$ cat config.mk
export PLATFORM = sky130hd
export DESIGN_NAME = weight_train_seq
export DESIGN_NICKNAME = d
export VERILOG_FILES = /design/src/rtl/weight_train_seq.sv
export SDC_FILE = /design/constraint.sdc
export NUM_CORES = 1
export LEC_CHECK = 0
export CAP_MARGIN = 15
export CORE_AREA = 2 2 223 225
export CTS_CLUSTER_SIZE = 14
export DETAILED_ROUTE_END_ITERATION = 7
export DIE_AREA = 0 0 225 227
export SYNTH_ARGS = -nofsm -noshare
export SYNTH_HDL_FRONTEND = slang
export SYNTH_SLANG_ARGS = --single-unit
$ cat constraint.sdc
create_clock -name iCLK -period 8.85 [get_ports iCLK]
set_clock_uncertainty 0.1 [all_clocks]
set_input_delay 1.3275 -clock iCLK [delete_from_list [all_inputs] [get_ports iCLK]]
set_output_delay 1.3275 -clock iCLK [all_outputs]
set_load 0.1 [all_outputs]
$ cat src/rtl/weight_train_seq.sv
// XOR training-run sequencer: presents samples, waits out the update pipeline, commits weights.
// One commit per PIPE_LATENCY+1 cycles; no backpressure. Optional macro WEIGHT_NAN_GUARD_EN.
module weight_train_seq #(
  parameter int PIPE_LATENCY = 24,
  parameter int N_EPOCH      = 1000
) (
  input  logic        iCLK,
  input  logic        iRST,
  input  logic        iSTART,
  input  logic        iSTOP,
  input  logic [31:0] iNEW_WEIGHT1_0,
  input  logic [31:0] iNEW_WEIGHT1_1,
  input  logic [31:0] iNEW_WEIGHT2_0,
  input  logic [31:0] iNEW_WEIGHT2_2,
  input  logic [31:0] iNEW_WEIGHT12_0,
  input  logic [31:0] iNEW_WEIGHT12_1,
  input  logic [31:0] iNEW_WEIGHT12_2,
  output logic [31:0] oWEIGHT1_0,
  output logic [31:0] oWEIGHT1_1,
  output logic [31:0] oWEIGHT2_0,
  output logic [31:0] oWEIGHT2_2,
  output logic [31:0] oWEIGHT12_0,
  output logic [31:0] oWEIGHT12_1,
  output logic [31:0] oWEIGHT12_2,
  output logic [31:0] oX1,
  output logic [31:0] oX2,
  output logic [31:0] oTARGET,
  output logic        oBUSY,
  output logic        oDONE,
  output logic [15:0] oEPOCH,
  output logic [1:0]  oSAMPLE,
  output logic        oNAN_FLAG
);

  typedef enum logic [2:0] {S_IDLE, S_PRESENT, S_WAIT, S_COMMIT, S_FIN} state_t;

  localparam logic [7:0]  WAIT_LAST   = 8'(PIPE_LATENCY - 2);
  localparam logic [15:0] EPOCH_LAST  = 16'(N_EPOCH - 1);
  localparam logic [31:0] FP_ONE      = 32'h3F800000;
  localparam logic [31:0] FP_POS_HALF = 32'h3F000000;
  localparam logic [31:0] FP_NEG_HALF = 32'hBF000000;
  // Weights 1_0, 2_0 and 12_0 start at -0.5, the rest at +0.5.
  localparam logic [6:0]  NEG_INIT    = 7'b0010101;

  state_t      state_q, state_d;
  logic [7:0]  wait_q, wait_d;
  logic [1:0]  sample_q, sample_d;
  logic [15:0] epoch_q, epoch_d;
  logic [31:0] x1_q, x1_d, x2_q, x2_d, tgt_q, tgt_d;
  logic [31:0] w_q [7];
  logic [31:0] w_d [7];
  logic [31:0] new_w [7];
  logic        start_ok;
  logic        commit_en;

  assign new_w[0] = iNEW_WEIGHT1_0;
  assign new_w[1] = iNEW_WEIGHT1_1;
  assign new_w[2] = iNEW_WEIGHT2_0;
  assign new_w[3] = iNEW_WEIGHT2_2;
  assign new_w[4] = iNEW_WEIGHT12_0;
  assign new_w[5] = iNEW_WEIGHT12_1;
  assign new_w[6] = iNEW_WEIGHT12_2;

  assign start_ok  = (state_q == S_IDLE) && iSTART && !iSTOP;
  // Abort takes priority over a coinciding commit.
  assign commit_en = (state_q == S_COMMIT) && !iSTOP;

  always_ff @(posedge iCLK or posedge iRST) begin
    if (iRST) begin
      state_q <= S_IDLE;
    end else begin
      state_q <= state_d;
    end
  end

  always_comb begin
    state_d = state_q;
    case (state_q)
      S_IDLE:    if (start_ok) state_d = S_PRESENT;
      S_PRESENT: state_d = S_WAIT;
      S_WAIT:    if (wait_q == WAIT_LAST) state_d = S_COMMIT;
      S_COMMIT:  state_d = (sample_q == 2'd3 && epoch_q == EPOCH_LAST) ? S_FIN : S_PRESENT;
      S_FIN:     state_d = S_IDLE;
      default:   state_d = S_IDLE;
    endcase
    if (state_q != S_IDLE && iSTOP) state_d = S_IDLE;
  end

  always_comb begin
    oBUSY = (state_q != S_IDLE);
    oDONE = (state_q == S_FIN);
  end

  always_comb begin
    wait_d   = (state_q == S_WAIT) ? wait_q + 8'd1 : 8'd0;
    sample_d = sample_q;
    epoch_d  = epoch_q;
    if (start_ok) begin
      sample_d = 2'd0;
      epoch_d  = 16'd0;
    end else if (commit_en) begin
      sample_d = sample_q + 2'd1;
      if (sample_q == 2'd3) epoch_d = epoch_q + 16'd1;
    end
    x1_d  = x1_q;
    x2_d  = x2_q;
    tgt_d = tgt_q;
    // Sample inputs latch only when entering PRESENT, so they stay stable through COMMIT.
    if (state_d == S_PRESENT) begin
      x1_d  = sample_d[1] ? FP_ONE : 32'h0;
      x2_d  = sample_d[0] ? FP_ONE : 32'h0;
      tgt_d = (sample_d[1] ^ sample_d[0]) ? FP_ONE : 32'h0;
    end
  end

`ifdef WEIGHT_NAN_GUARD_EN
  logic nan_q, nan_d;

  always_comb begin
    nan_d = nan_q;
    for (int i = 0; i < 7; i++) begin
      w_d[i] = w_q[i];
      if (commit_en) begin
        if (new_w[i][30:23] == 8'hFF) nan_d = 1'b1;
        else w_d[i] = new_w[i];
      end
    end
  end

  always_ff @(posedge iCLK or posedge iRST) begin
    if (iRST) nan_q <= 1'b0;
    else      nan_q <= nan_d;
  end

  assign oNAN_FLAG = nan_q;
`else
  always_comb begin
    for (int i = 0; i < 7; i++) begin
      w_d[i] = commit_en ? new_w[i] : w_q[i];
    end
  end

  assign oNAN_FLAG = 1'b0;
`endif

  always_ff @(posedge iCLK or posedge iRST) begin
    if (iRST) begin
      wait_q   <= 8'd0;
      sample_q <= 2'd0;
      epoch_q  <= 16'd0;
      x1_q     <= 32'h0;
      x2_q     <= 32'h0;
      tgt_q    <= 32'h0;
      for (int i = 0; i < 7; i++) begin
        w_q[i] <= NEG_INIT[i] ? FP_NEG_HALF : FP_POS_HALF;
      end
    end else begin
      wait_q   <= wait_d;
      sample_q <= sample_d;
      epoch_q  <= epoch_d;
      x1_q     <= x1_d;
      x2_q     <= x2_d;
      tgt_q    <= tgt_d;
      for (int i = 0; i < 7; i++) begin
        w_q[i] <= w_d[i];
      end
    end
  end

  assign oWEIGHT1_0  = w_q[0];
  assign oWEIGHT1_1  = w_q[1];
  assign oWEIGHT2_0  = w_q[2];
  assign oWEIGHT2_2  = w_q[3];
  assign oWEIGHT12_0 = w_q[4];
  assign oWEIGHT12_1 = w_q[5];
  assign oWEIGHT12_2 = w_q[6];
  assign oX1         = x1_q;
  assign oX2         = x2_q;
  assign oTARGET     = tgt_q;
  assign oEPOCH      = epoch_q;
  assign oSAMPLE     = sample_q;

endmodule

==> summary.md <==
| Metric | Value |
|---|---|
| Die width | `between 200 and 250 um` |
| Slew HR | `25.1%` |
| Clock Sinks | `256` |
| DRC | `0` |
| Worst Max-Slew Pin Slew | `around 1.1 ns` |
| Share of flip-flops with an asynchronous set or reset | `100%` |
| Port Buf Inserts | `492` |
| Vias | `9136` |
| Initial core utilization | `22.2%` |
| Mapped Cells | `1205` |
| Worst-path clk slew | `0.06 ns` |
| CTS root buf | `clkbuf_16` |
| GRT Total Usage | `12.9%` |
| Hold Path Origin | `oWEIGHT12_2[26]$_DFFE_PP1P_` |
| Crit. End Element | `output port` |
| Die Footprint | `between 50000 and 60000 um^2` |
| First-pass GRT wire length | `52200 um` |
| Worst hold path type | `register to register` |
| Max-slew violations | `0` |
| Htree depth | `1` |
| Longest Clk Path Bufs | `3` |
| Status | `finished clean` |
| Post-synth top flop | `dfrtp_1` |
| Kind of critical path | `register to output port` |
| Io pins | `between 500 and 600` |
| Worst r2r src | `state_q[2]$_DFF_PP0_` |
| DR WL/cell | `approximately 15 um` |
| Post-CTS setup buffers | `0` |
| Req. time, crit path | `7.42 ns` |
| Via density | `3.96` |
| Flop-to-flop setup slack | `~6 ns` |
| Avg Cell Area, Syn | `8.94 um^2` |
| Nets | `1892` |
| Synth Warn # | `0` |
| CTS tree | `done` |
| Row cnt | `81` |
| Worst Path Arrival | `2.68 ns` |
| Share of the synthesized area in the top cell type | `49.0%` |
| Total CTS buffers | `30` |
| Crit. Startpoint | `state_q[2]$_DFF_PP0_` |
| Initial antenna violation count | `2` |
| Minimum clock period | `4.11 ns` |
| # hold bufs at CTS | `0` |
| Highest clock rate | `approximately 240 MHz` |
| Number of diodes | `0` |
| Mapped cell area | `10800 um^2` |
| Final Hold Fails | `0` |
| Hpwl dp | `24800 um` |
| Routed Wire Length | `approximately 35000 um` |
| Remaining antenna violation count | `0` |
| Synth area leaders | `dfrtp_1, nand2_1, dfstp_2, buf_4, xnor2_1` |
| Number of synthesized flops with an enable pin | `0` |
| Fillcell total | `5005` |
| Area grow syn2layout | `56.9%` |
| Clk_lat worst skew | `0.57 ns` |
| Core area | `48500 um^2` |
| Crit path launch type | `register` |
| Layout cell share with drive strength beyond 1 | `6.47%` |
| Worst-path maximum fanout | `10` |
| Total Neg Setup Slack | `0 ns` |
| Vias in the first global route | `roughly 9000` |
| Setup violators final | `0` |
| Gpl congestion | `a little over 0.8` |
| Total iterations of the first detailed-routing run | `6` |
| RSZ-0062 raised after global routing | `false` |
| Synth Register Bits | `256` |
| Yosys top cell by area | `dfrtp_1` |
| Max-cap violation count | `0` |
| # resized after CTS | `0` |
| Total congestion overflow | `0` |
| Period utilisation layout | `46.4%` |
| DRT iter0 DRCs | `around 500` |
| Largest net degree at the start of global routing | `about 140` |
| Sequential element share of the synthesized area | `60.0%` |
| Die Height | `about 230 um` |
| Cell variety after synth | `36` |
[worst max-delay path, stage by stage (launching register included)]
cell,delay [ns]
dfrtp_1,0.63
nor3b_1,0.30
clkdlybuf4s50_1,1.18
[area by class of cell]
| cell class | instances | area (um^2) | share of cell area [%] |
|---|---|---|---|
| sequential | 256 | 6460 | 38.2 |
| timing repair buffer | 499 | 4980 | 29.5 |
| multi-input combinational | 869 | 3650 | 21.6 |
| clock buffer | 46 | 901 | 5.33 |
| tap | 622 | 778 | 4.60 |
| clock inverter | 10 | 118 | 0.695 |
| inverter | 4 | 22.5 | 0.133 |
[layer usage]
metal / share of wire, % / global-route usage (%) / up-vias
li1: - / - / 4430
met1: 41 / 15.7 / 4300
met2: 47 / 21.4 / 363
met3: 10 / 4.93 / 41
met4: 2.0 / 3.70 / 2
met5: 0.037 / 0 / -
[cell usage in the layout (no fill, tap or decap), types with 2 or more instances in the layout]
| cell | n |
|---|---|
| xor2_1 | 8 |
| nor4_1 | 6 |
| buf_4 | 8 |
| xnor2_1 | 16 |
| nor4_4 | 2 |
| nand2_1 | 682 |
| clkdlybuf4s50_1 | 490 |
| dfstp_2 | 45 |
| nand4_1 | 2 |
| dfrtp_1 | 211 |
| clkinv_2 | 5 |
| nor4b_1 | 4 |
| clkbuf_16 | 30 |
| clkbuf_8 | 9 |
| inv_1 | 2 |
| nor2_1 | 27 |
| ha_1 | 4 |
| mux2_1 | 3 |
| clkbuf_1 | 7 |
| a21oi_1 | 2 |
| conb_1 | 76 |
| bufinv_16 | 2 |
| nor3_1 | 3 |
| nand3_1 | 11 |
| and3_1 | 7 |
| and4_1 | 3 |
[cell usage after synthesis (2+ instances only)]
master	instances
nand4_1	2
nand3_1	11
nor4b_1	4
nor2_1	27
and3_1	7
buf_6	2
dfstp_2	45
dfrtp_1	211
nor4_4	2
buf_1	4
ha_1	4
buf_2	13
nor4_1	6
or3_1	2
and4_1	3
xnor2_1	16
inv_1	3
nand2_1	682
nor4bb_1	2
mux2_1	3
xor2_1	8
clkbuf_1	37
a21oi_1	2
buf_4	95
nor3_1	3
[cell families after synthesis]
| logic type | after synthesis | synth area share (%) |
|---|---|---|
| AO/OA/AOI/OAI | 6 | 0.395 |
| XOR/XNOR | 24 | 1.95 |
| adder cells (fa/ha/maj) | 4 | 0.464 |
| buffers and inverters | 155 | 9.00 |
| flip-flops | 256 | 60.0 |
| multiplexers | 4 | 0.406 |
| other | 1 | 0.0348 |
| AND/OR/NAND/NOR | 755 | 27.8 |
[through the flow]
stage               setup WS [ns]  area, um^2  util [%]  cells  hold WS, ns
global route                 4.62       16900      34.8   2306        0.369
floorplan                   0.455       11100         -   1280        0.380
finish                       4.74       16900      34.8   2306        0.357
global placement             4.79       15900      32.7   2250        0.345
CTS                          4.69       16900      34.8   2306        0.360
detailed placement           4.77       15900      32.7   2250        0.349
[path summary, 6_finish.rpt]
path / endpoint / depth (start not counted)
setup / recovery: oDONE / 2
max in group asynchronous: oWEIGHT2_2[11]$_DFFE_PP0P_ / 3
hold / removal: oWEIGHT12_2[26]$_DFFE_PP1P_ / 2
hold reg to reg: oWEIGHT12_2[26]$_DFFE_PP1P_ / 2
setup reg to reg: oWEIGHT2_2[9]$_DFFE_PP0P_ / 5
min in group asynchronous: oWEIGHT1_1[16]$_DFFE_PP0P_ / 2
[state kept, by name (all words and copies together), names as in the netlist]
| register | flops |
|---|---|
| oWEIGHT12_0 | 32 |
| oTARGET | 1 |
| state_q | 3 |
| oWEIGHT12_1 | 32 |
| oWEIGHT2_2 | 32 |
| oEPOCH | 16 |
| oSAMPLE | 2 |
| oWEIGHT1_0 | 32 |
| oWEIGHT1_1 | 32 |
| wait_q | 8 |
| oX1 | 1 |
| oX2 | 1 |
| oWEIGHT2_0 | 32 |
| oWEIGHT12_2 | 32 |
Power is not shown: default switching activity piles up to over one toggle a cycle in this logic, so the estimate is an artifact.
